File: src/rtl/examp2_operand_pair_tx_if.sv
// rtl/examp2_operand_pair_tx_if.sv - word stream in, operand pair stream out
interface examp2_operand_pair_tx_if #(
    parameter int DATA_WIDTH = 8
);
    logic [DATA_WIDTH-1:0] in_data;
    logic                  in_valid;
    logic                  in_ready;
    logic [DATA_WIDTH-1:0] first_data_out;
    logic [DATA_WIDTH-1:0] second_data_out;
    logic                  pair_valid;
    logic                  pair_ready;

    modport master (
        input  in_data, in_valid, pair_ready,
        output in_ready, first_data_out, second_data_out, pair_valid
    );

    modport slave (
        output in_data, in_valid, pair_ready,
        input  in_ready, first_data_out, second_data_out, pair_valid
    );
endinterface

File: src/rtl/examp2_operand_pair_tx.sv
// rtl/examp2_operand_pair_tx.sv - packs a word stream into operand pairs; OPERAND_PAIR_COUNT_EN adds a pair counter
module examp2_operand_pair_tx #(
    parameter int DATA_WIDTH = 8,
    parameter int CNT_WIDTH  = 16
) (
    input  logic                       system_clock,
    input  logic                       system_rst_n,
    examp2_operand_pair_tx_if.master   bus,
    input  logic                       flush,
    output logic                       half_full,
    output logic [CNT_WIDTH-1:0]       pair_count
);

    typedef enum logic [1:0] {
        EMPTY = 2'b00,
        HALF  = 2'b01,
        FULL  = 2'b10
    } state_t;

    state_t                state;
    state_t                state_nxt;
    logic                  in_ready_c;
    logic                  pair_valid_c;
    logic                  half_full_c;
    logic                  accept;
    logic                  xfer;
    logic [DATA_WIDTH-1:0] first_q;
    logic [DATA_WIDTH-1:0] second_q;

    always_ff @(posedge system_clock or negedge system_rst_n) begin
        if (!system_rst_n) begin
            state <= EMPTY;
        end else begin
            state <= state_nxt;
        end
    end

    always_comb begin
        state_nxt = state;
        case (state)
            EMPTY: begin
                if (accept) state_nxt = HALF;
            end
            HALF: begin
                if (flush)       state_nxt = EMPTY;
                else if (accept) state_nxt = FULL;
            end
            FULL: begin
                // flush never blocks a pending transfer; it only suppresses the refill
                if (bus.pair_ready) state_nxt = accept ? HALF : EMPTY;
            end
            default: state_nxt = EMPTY;
        endcase
    end

    always_comb begin
        in_ready_c   = 1'b0;
        pair_valid_c = 1'b0;
        half_full_c  = 1'b0;
        case (state)
            EMPTY: in_ready_c = !flush;
            HALF: begin
                in_ready_c  = !flush;
                half_full_c = 1'b1;
            end
            FULL: begin
                in_ready_c   = bus.pair_ready && !flush;
                pair_valid_c = 1'b1;
            end
            default: in_ready_c = 1'b0;
        endcase
        if (!system_rst_n) in_ready_c = 1'b0;
    end

    assign accept = bus.in_valid && in_ready_c;
    assign xfer   = pair_valid_c && bus.pair_ready;

    always_ff @(posedge system_clock or negedge system_rst_n) begin
        if (!system_rst_n) begin
            first_q  <= '0;
            second_q <= '0;
        end else begin
            if (accept && state != HALF) begin
                first_q <= bus.in_data;
            end else if (flush && state != FULL) begin
                first_q <= '0;
            end
            if (accept && state == HALF) begin
                second_q <= bus.in_data;
            end
        end
    end

    assign bus.in_ready        = in_ready_c;
    assign bus.pair_valid      = pair_valid_c;
    assign bus.first_data_out  = first_q;
    assign bus.second_data_out = second_q;
    assign half_full           = half_full_c;

`ifdef OPERAND_PAIR_COUNT_EN
    logic [CNT_WIDTH-1:0] count_q;

    always_ff @(posedge system_clock or negedge system_rst_n) begin
        if (!system_rst_n) begin
            count_q <= '0;
        end else if (xfer) begin
            count_q <= count_q + 1'b1;
        end
    end

    assign pair_count = count_q;
`else
    logic unused_xfer;
    assign unused_xfer = xfer;
    assign pair_count  = '0;
`endif

endmodule

File: src/flat_wrapper.sv
// flat-port wrapper written by rule: the top's interface ports become plain ports
module examp2_operand_pair_tx_flat 
#(
    parameter int DATA_WIDTH = 8,
    parameter int CNT_WIDTH  = 16
)
  (system_clock, system_rst_n, flush, half_full, pair_count, bus_in_data, bus_in_valid, bus_pair_ready, bus_in_ready, bus_first_data_out, bus_second_data_out, bus_pair_valid);
  examp2_operand_pair_tx_if #(.DATA_WIDTH(DATA_WIDTH)) bus_i ();
  input  logic system_clock;
  input  logic system_rst_n;
  input  logic flush;
  output logic half_full;
  output logic [CNT_WIDTH-1:0] pair_count;
  input wire logic [$bits(bus_i.in_data)-1:0] bus_in_data;
  input wire logic [$bits(bus_i.in_valid)-1:0] bus_in_valid;
  input wire logic [$bits(bus_i.pair_ready)-1:0] bus_pair_ready;
  output wire logic [$bits(bus_i.in_ready)-1:0] bus_in_ready;
  output wire logic [$bits(bus_i.first_data_out)-1:0] bus_first_data_out;
  output wire logic [$bits(bus_i.second_data_out)-1:0] bus_second_data_out;
  output wire logic [$bits(bus_i.pair_valid)-1:0] bus_pair_valid;
  assign bus_i.in_data = bus_in_data;
  assign bus_i.in_valid = bus_in_valid;
  assign bus_i.pair_ready = bus_pair_ready;
  assign bus_in_ready = bus_i.in_ready;
  assign bus_first_data_out = bus_i.first_data_out;
  assign bus_second_data_out = bus_i.second_data_out;
  assign bus_pair_valid = bus_i.pair_valid;
  examp2_operand_pair_tx #(.DATA_WIDTH(DATA_WIDTH), .CNT_WIDTH(CNT_WIDTH)) u_core (.system_clock(system_clock), .system_rst_n(system_rst_n), .bus(bus_i), .flush(flush), .half_full(half_full), .pair_count(pair_count));
endmodule
File: config.mk
export PLATFORM = sky130hd
export DESIGN_NAME = examp2_operand_pair_tx_flat
export DESIGN_NICKNAME = d
export VERILOG_FILES = /design/src/rtl/examp2_operand_pair_tx_if.sv /design/src/rtl/examp2_operand_pair_tx.sv /design/src/flat_wrapper.sv
export SDC_FILE = /design/constraint.sdc
export NUM_CORES = 1
export LEC_CHECK = 0
export ABC_AREA = 1
export CORE_ASPECT_RATIO = 1.25
export CORE_MARGIN = 2
export CORE_UTILIZATION = 37
export CTS_BUF_LIST = sky130_fd_sc_hd__clkbuf_8
export DETAILED_ROUTE_END_ITERATION = 7
export PLACE_DENSITY = 0.77
export SLEW_MARGIN = 10
export SYNTH_ARGS = -nofsm -noshare
export SYNTH_HDL_FRONTEND = slang
export SYNTH_SLANG_ARGS = --single-unit
File: constraint.sdc
create_clock -name system_clock -period 1.04 [get_ports system_clock]
set_input_delay 0.26 -clock system_clock [delete_from_list [all_inputs] [get_ports system_clock]]
set_output_delay 0.26 -clock system_clock [all_outputs]
set_load 0.02 [all_outputs]
# Yosys cells after proc, flatten, opt, wreduce, memory -nomap -nowiden
# Index checks and enable logic that the tools add are counted.
[op_classes]
eq_ne = 7
mux = 12
reduce_logical = 10
[op_table]
columns = ["cell", "count"]
rows = [
  ["two-way mux 8 bit", 2],
  ["two-way mux 2 bit", 4],
  ["case mux 2 bit (3 select lines)", 1],
  ["logical AND 1 bit", 5],
  ["two-way mux 1 bit", 4],
  ["inequality test 2 x 1 -> 1 bit (second input constant)", 2],
  ["inequality test 2 bit (second input constant)", 2],
  ["inequality test 3 x 2 -> 1 bit (second input constant)", 1],
  ["AND reduction 3 bit", 1],
  ["equality test 2 x 1 -> 1 bit (second input constant)", 1],
  ["equality test 2 bit (second input constant)", 1],
  ["logical NOT 2 bit", 1],
  ["case mux 1 bit (2 select lines)", 1],
  ["nonzero test 2 bit", 1],
  ["OR reduction 2 bit", 1],
  ["logical NOT 1 bit", 1],
]
[totals]
reg_bits = 18
input_bits = 13
output_inout_bits = 35
word_cells = 32

# Logic depth before layout (Yosys ltp)
[logic_depth]
ltp_word = 8
ltp_mapped = 7

# Worst setup path after synthesis
# OpenSTA, ideal clock, no wires.
[synth_path]
path_kind = "register to register"
startpoint = "register u_core.state[0]"
endpoint = "register u_core.state[0]"
arrival_time_ns = 1.166
required_time_ns = 0.920
setup_slack_ns = -0.246
path_stages_with_launch = 7
period_less_slack_ns = 1.286
cell_sequence = "dfrtp_1 -> inv_2 -> nand2_2 -> a21oi_2 -> nand2_1 -> nand3_1 -> nand2_1"
[synth_between]
elab_chain_cells = 8
[synth_rtl]
columns = ["element", "line", "rtl"]
rows = [
  ["start: declaration", "examp2_operand_pair_tx.sv:20", "state_t state;"],
  ["start signal: assignment", "examp2_operand_pair_tx.sv:34", "state <= state_nxt;"],
  ["equality test 2 x 1 -> 1 bit / logical NOT 2 bit (equally long branches)", "examp2_operand_pair_tx.sv:60", "case (state)"],
  ["OR reduction 2 bit (no line)", "--", ""],
  ["case mux 1 bit (2 select lines) *", "examp2_operand_pair_tx.sv:60", ""],
  ["two-way mux 1 bit *", "examp2_operand_pair_tx.sv:72", "if (!system_rst_n) in_ready_c = 1'b0;"],
  ["via bus_in_ready", "flat_wrapper.sv:17", "output wire logic [$bits(bus_i.in_ready)-1:0] bus_in_ready;"],
  ["logical AND 1 bit *", "examp2_operand_pair_tx.sv:75", "assign accept = bus.in_valid && in_ready_c;"],
  ["two-way mux 1 bit", "examp2_operand_pair_tx.sv:50", "if (bus.pair_ready) state_nxt = accept ? HALF : EMPTY;"],
  ["two-way mux 2 bit", "examp2_operand_pair_tx.sv:50", ""],
  ["case mux 2 bit (3 select lines)", "examp2_operand_pair_tx.sv:40", "case (state)"],
]
# Mark *: on every way through the listed nets, which the timed path passes. The rest lies on a longest branch. The select of a mux whose other input is x is not followed.
# A chain may end at the register's enable or synchronous reset.

# Worst setup path in the final report
[layout_path]
startpoint = "register u_core.state[0]"
endpoint = "output port bus_in_ready"
[layout_between]
elab_chain_cells = 4
[layout_rtl]
columns = ["element", "line"]
rows = [
  ["equality test 2 x 1 -> 1 bit / logical NOT 2 bit (equally long branches)", "examp2_operand_pair_tx.sv:60"],
  ["OR reduction 2 bit (no line)", "--"],
  ["case mux 1 bit (2 select lines) *", "examp2_operand_pair_tx.sv:60"],
  ["two-way mux 1 bit *", "examp2_operand_pair_tx.sv:72"],
  ["end: declaration", "flat_wrapper.sv:17"],
]
# Every way passes the cells marked *; elsewhere a longest branch is shown, timed or not.

==> impl_results.md <==
* Synth top cells by count: nand2_1 (21), dfrtp_1 (18), buf_4 (16)
* Reg2reg path depth at 9
* Startpoint types: flop
* Site Rows at 20
* Syn. warnings at 0
* Root Buffer: clkbuf_8
* DR WL/cell at between 10 and 15 µm
* Pwr Total at ~2500 µW
* Kind of critical path: flop to primary output
* Post-synth top area share at a little under half
* Core ar. at approximately 2500 µm²
* Synthesized area per cell at 9.295 µm²
* Endpoints failing setup at 30
* Clock latency at the later pin of the worst-skew pair at 0.25 ns
* ANT nets after route at 0
* Setup TNS Final at -5.910 ns
* Post-synth EDFFs at 0
* Initial antenna violation count at 0
* Dpl hpwl at between 1500 and 2000 µm
* First drt pass iteration count at 4
* Die W at ~50 µm
* CTS buffer count at 3
* CP required at 0.78 ns
* Largest net degree at the start of global routing at 19
* Hold buffer count at cts at 0
* RSZ-0062 raised after global routing: true
* Clock skew at 0.001414 ns
* Clock Sinks at 18
* FF+latch count, synth at 18
* Crit Path Max Fanout at 4
* Initial Util at 39.39%
* Cell with the most instances after synthesis: nand2_1
* First-pass GRT wire length at 4250 µm
* Fin worst setup slack at -0.3699 ns
* Power per cell area at roughly 1400 nW/µm²
* # nets final at 188
* Post-Place Cells at 186
* Distinct cells, synth at 17
* Asr flop ratio synth at 100.0%
* Min cycle time layout at around 1.4 ns
* Ratio of cells with drive above 1 in the final layout at 54.60%
* Slew Viols, Final at 0
* Inserted Diodes at 0
* Mapped Area at about 980 µm²
* Vias per cell at 4.667
* Total die area at 3067 µm²
* Worst Path Arrival at 1.15 ns
* Area Overhead vs Synth at 80.64%
* HP Class: input port to asynchronous set/reset pin
* VDD IR max at 1117 µV
* Achievable Freq at between 700 and 800 MHz
* Final Hold Viols at 0
* Outcome: finished, violations left
* Clock Path Buffers at 2
* Via count at roughly 970
* Non-Filler Instances at ~210
* Synth Instances at 105
* Detailed Route Iter0 Violations at 23
* Reg clk slew, reported paths at 0.07 ns
* CTS tree: yes
* Grt total ovfl at 0
* Most used DFF post-synth: dfrtp_1
* DRC at 0
* # IOs at 48
* Sequential-to-total area share from yosys stat at 46.15%
* Wirelength, routed at 2864 µm
* Leak pwr at 0.0009009 µW
* Synth area leader: dfrtp_1
* H-tree depth at 1
* Top cells by area, synth: dfrtp_1 (46%), buf_4 (12%), nand2_1 (8.1%)
* Tcrit/Tclk final at 135.6%
* Vias in the first global route at 947
* Failing checks: setup timing
* Tot GR Track Use at approximately a fifth
* Setup crit end kind: primary output
* Max cap viols at 0
* Die Span Y at 61.42 µm
* Port bufs at 31
* Routability cong. at approximately 0.77
-- worst paths after layout --
path	startpoint	endpoint	slack, ns
hold reg to reg	u_core.bus.second_data_out[5]	u_core.bus.second_data_out[5]	0.52
min in group system_clock	bus_pair_ready	u_core.state[1]	0.41
setup / recovery	u_core.state[0]	bus_in_ready	-0.37
max in group asynchronous	system_rst_n	u_core.state[1]	0.61
setup reg to reg	u_core.state[0]	u_core.bus.second_data_out[2]	-0.32
hold / removal	system_rst_n	u_core.bus.first_data_out[6]	0.22
-- through the flow --
step	hold WS [ns]	worst slack, ns	util (%)	cell area (µm²)
finish	0.2181	-0.3699	71.16	1763
global route	0.2336	-0.4170	71.16	1763
CTS	0.2241	-0.3501	68.48	1697
detailed placement	0.4717	-1.019	57.37	1421
global placement	0.4679	-0.9848	57.37	1421
floorplan	-0.03559	-0.1645	-	1044
-- cell families (layout without fill, tap and decap cells) --
group | Yosys count | after routing | share of synthesized area, %
AOI/OAI and AO/OA | 10 | 10 | 8.590
buffers and inverters | 31 | 83 | 18.97
DFF | 18 | 18 | 46.15
other | 1 | 16 | 0.3842
and+or+nand+nor | 45 | 47 | 25.90
-- what timing repair did --
| item | in CTS | in global routing |
|---|---|---|
| gates resized for setup | 145 | 2 |
| setup buffers | 7 | 9 |
| cloned | 2 | 0 |
| endpoints found under the hold margin | 0 | 0 |
| pin swaps | 6 | 2 |
| setup endpoints to repair | 37 | 37 |
-- area by class of cell --
type | instances | area [µm²]
inverters | 13 | 48.80
well taps | 33 | 41.29
repair buffers | 66 | 631.9
fillers | 159 | 714.4
flip-flops and latches | 18 | 451.7
clock buffers | 4 | 55.05
multi-input cells | 73 | 534.3
-- power by group --
part	leakage, µW	switching, µW	internal, µW	total, µW
registers	0.000237	79.2	810	890
logic	0.000635	500	500	1000
clock network	0.0000288	240	337	576
-- layout by cell type, fill, tap and decap left out, drive strengths merged --
| cell type | Yosys | final |
|---|---|---|
| buf | 18 | 54 |
| nand2 | 24 | 25 |
| dfrtp | 18 | 18 |
| conb | 1 | 16 |
| inv | 13 | 13 |
| nand4 | 10 | 11 |
| clkdlybuf4s50 | 0 | 9 |
| o21ai | 9 | 9 |
| nand3 | 9 | 9 |
| clkbuf | 0 | 4 |
| nor2 | 2 | 2 |
| dlygate4sd2 | 0 | 2 |
| a21oi | 1 | 1 |
| clkdlybuf4s15 | 0 | 1 |
-- registers in the layout, indices dropped and copies added (netlist names) --
name / count
u_core.bus.first_data_out: 8
u_core.state: 2
u_core.bus.second_data_out: 8
-- critical path, stage by stage (launching register included) --
cell	delay, ns
dfrtp_1	0.40
inv_2	0.09
nand2_4	0.06
a21oi_4	0.20
buf_6	0.15
-- routing by layer --
layer | routed length [µm] | share of wire [%] | GRT usage (%)
met1 | 960 | 34 | 20.83
met2 | 1658 | 58 | 33.52
met3 | 175 | 6.1 | 4.369
met4 | 70 | 2.4 | 9.921
met5 | 0 | 0 | 0
No activity file was read; power rests on OpenSTA's default activity.
==> RTL change, RTL diff (config.mk and constraints unchanged) <==
`DATA_WIDTH` is set to 8 in 3 places; all go to 12.
--- a/src/rtl/examp2_operand_pair_tx_if.sv
+++ b/src/rtl/examp2_operand_pair_tx_if.sv
@@ -1,6 +1,6 @@
 // rtl/examp2_operand_pair_tx_if.sv - word stream in, operand pair stream out
 interface examp2_operand_pair_tx_if #(
-    parameter int DATA_WIDTH = 8
+    parameter int DATA_WIDTH = 12
 );
     logic [DATA_WIDTH-1:0] in_data;
     logic                  in_valid;
--- a/src/rtl/examp2_operand_pair_tx.sv
+++ b/src/rtl/examp2_operand_pair_tx.sv
@@ -1,6 +1,6 @@
 // rtl/examp2_operand_pair_tx.sv - packs a word stream into operand pairs; OPERAND_PAIR_COUNT_EN adds a pair counter
 module examp2_operand_pair_tx #(
-    parameter int DATA_WIDTH = 8,
+    parameter int DATA_WIDTH = 12,
     parameter int CNT_WIDTH  = 16
 ) (
     input  logic                       system_clock,
--- a/src/flat_wrapper.sv
+++ b/src/flat_wrapper.sv
@@ -1,7 +1,7 @@
 // flat-port wrapper written by rule: the top's interface ports become plain ports
 module examp2_operand_pair_tx_flat 
 #(
-    parameter int DATA_WIDTH = 8,
+    parameter int DATA_WIDTH = 12,
     parameter int CNT_WIDTH  = 16
 )
   (system_clock, system_rst_n, flush, half_full, pair_count, bus_in_data, bus_in_valid, bus_pair_ready, bus_in_ready, bus_first_data_out, bus_second_data_out, bus_pair_valid);
Interface: changed (resized bus_first_data_out, bus_in_data and bus_second_data_out); port bits go from 48 to 60. The function was not compared with the original's and may differ.
==> RTL change against the original RTL <==
- the run still ends with negative setup slack left
- design area rose by 22%
- synthesized area is 31% higher
- via count rose by 22%
- power is 35% higher
- wire length increased by 12%
- critical path depth increased by 1
- sequential cell count rose by 8
- worst setup slack improved by 4.9 ps
- clock skew rose by 3.7 ps
==> RTL change: results (changes against the original RTL) <==
* Layout cells sized above 1 at 38.7% (was 54.6%)
* Failing checks: negative setup slack (unchanged)
* Detail Route met3 WL at 181 µm (was 175 µm)
* Largest net degree at the start of global routing at 27 (was 19)
* CP max FO at 2 (was 4)
* First-pass GRT wire length at 5.09 mm (was 4.25 mm)
* Final worst slack at -365 ps (was -370 ps)
* Routed length per placed instance at 12.4 µm (was 13.8 µm)
* Worst vdd ir at 0.00110 V (was 0.00112 V)
* Starting DRC count in detailed routing at 33 (was 23)
* Nets at 240 (was 188)
* Top cell family by delay on the critical path: buffers and inverters (was flip-flops)
* Crit. Startpoint: flush (was u_core.state[0])
* Post-CTS Setup Inserts at 8 (was 7)
* Cells after synthesis at 142 (was 105)
* Cts repair resizes at 171 (was 145)
* Worst R2R Setup Slack at -340 ps (was -320 ps)
* Routed vias/inst at 4.56 (was 4.67)
* Compound-Gate Fraction of Synth Area at 5.80% (was 8.59%)
* Final setup TNS at -8900 ps (was -5910 ps)
* DP Worst Slack at -902 ps (was -1020 ps)
* Synth Area in Adders at 0% (unchanged)
* Routing usage on met1 at 21.3% (was 20.8%)
* Worst path slowest cell: clkdlybuf4s50_1 (was dfrtp_1)
* Worst flop-to-flop path startpoint: u_core.state[1] (was u_core.state[0])
* Worst Skew at 5.16 ps (was 1.41 ps)
* Vias in the first global route at 1113 (was 947)
* Wl on met1 at 1.36 mm (was 960 µm)
* Skew-Pair Late Insertion Delay at 270 ps (was 250 ps)
* Netlist cell types at 18 (was 17)
* Met3 usage at 2.43% (was 4.37%)
* R2R Path End: u_core.bus.second_data_out[5] (was u_core.bus.second_data_out[2])
* Leakage at 1.17 nW (was 0.901 nW)
* Sequential area share after synthesis at 51.1% (was 46.2%)
* Post-synth top cells: nand2_1, dfrtp_1, buf_4 (unchanged)
* Final Setup Violations at 53 (was 30)
* Met2 WL at 1.62 mm (was 1.66 mm)
* Outcome: finished with violations (unchanged)
* Filler cells at 290 (was 159)
* PortBufs at 43 (was 31)
* GR Layer Usage met2 at 27.6% (was 33.5%)
* GRT Overall Usage at 16.5% (was 18.7%)
* Reg2Reg Depth at 8 (was 9)
-- RTL change: changes by cell type in the layout (fill, tap and decap cells not counted), sizes merged --
cell,unedited run,this run
buf,54,67
o21ai,9,13
nand3,9,13
nand4,11,14
nand2,25,32
bufinv,0,1
dfrtp,18,26
inv,13,17
clkdlybuf4s15,1,0
clkdlybuf4s50,9,14
-- RTL change: power by group --
group          internal [mW]  leakage [nW]  switching [mW]
registers               1.17         0.343           0.124
clock network          0.515        0.0357           0.306
logic                  0.633         0.789           0.569
total                   2.32          1.17           0.999
-- RTL change: metrics by stage --
stage	area, µm²	hold WS, ps	cells
2_1_floorplan	1350	-35.6	157
3_3_place_gp	1850	471	236
3_5_place_dp	1850	483	236
4_1_cts	2070	259	249
5_1_grt	2150	274	259
6_report	2150	259	259
-- RTL change: cell type report --
type                       count  area share (%)
multi-input combinational     91            22.8
timing repair buffer          84            38.5
clock inverter                 1            1.40
inverter                      17            2.97
sequential                    26            30.3
clock buffer                   3            1.92
tap                           37            2.15
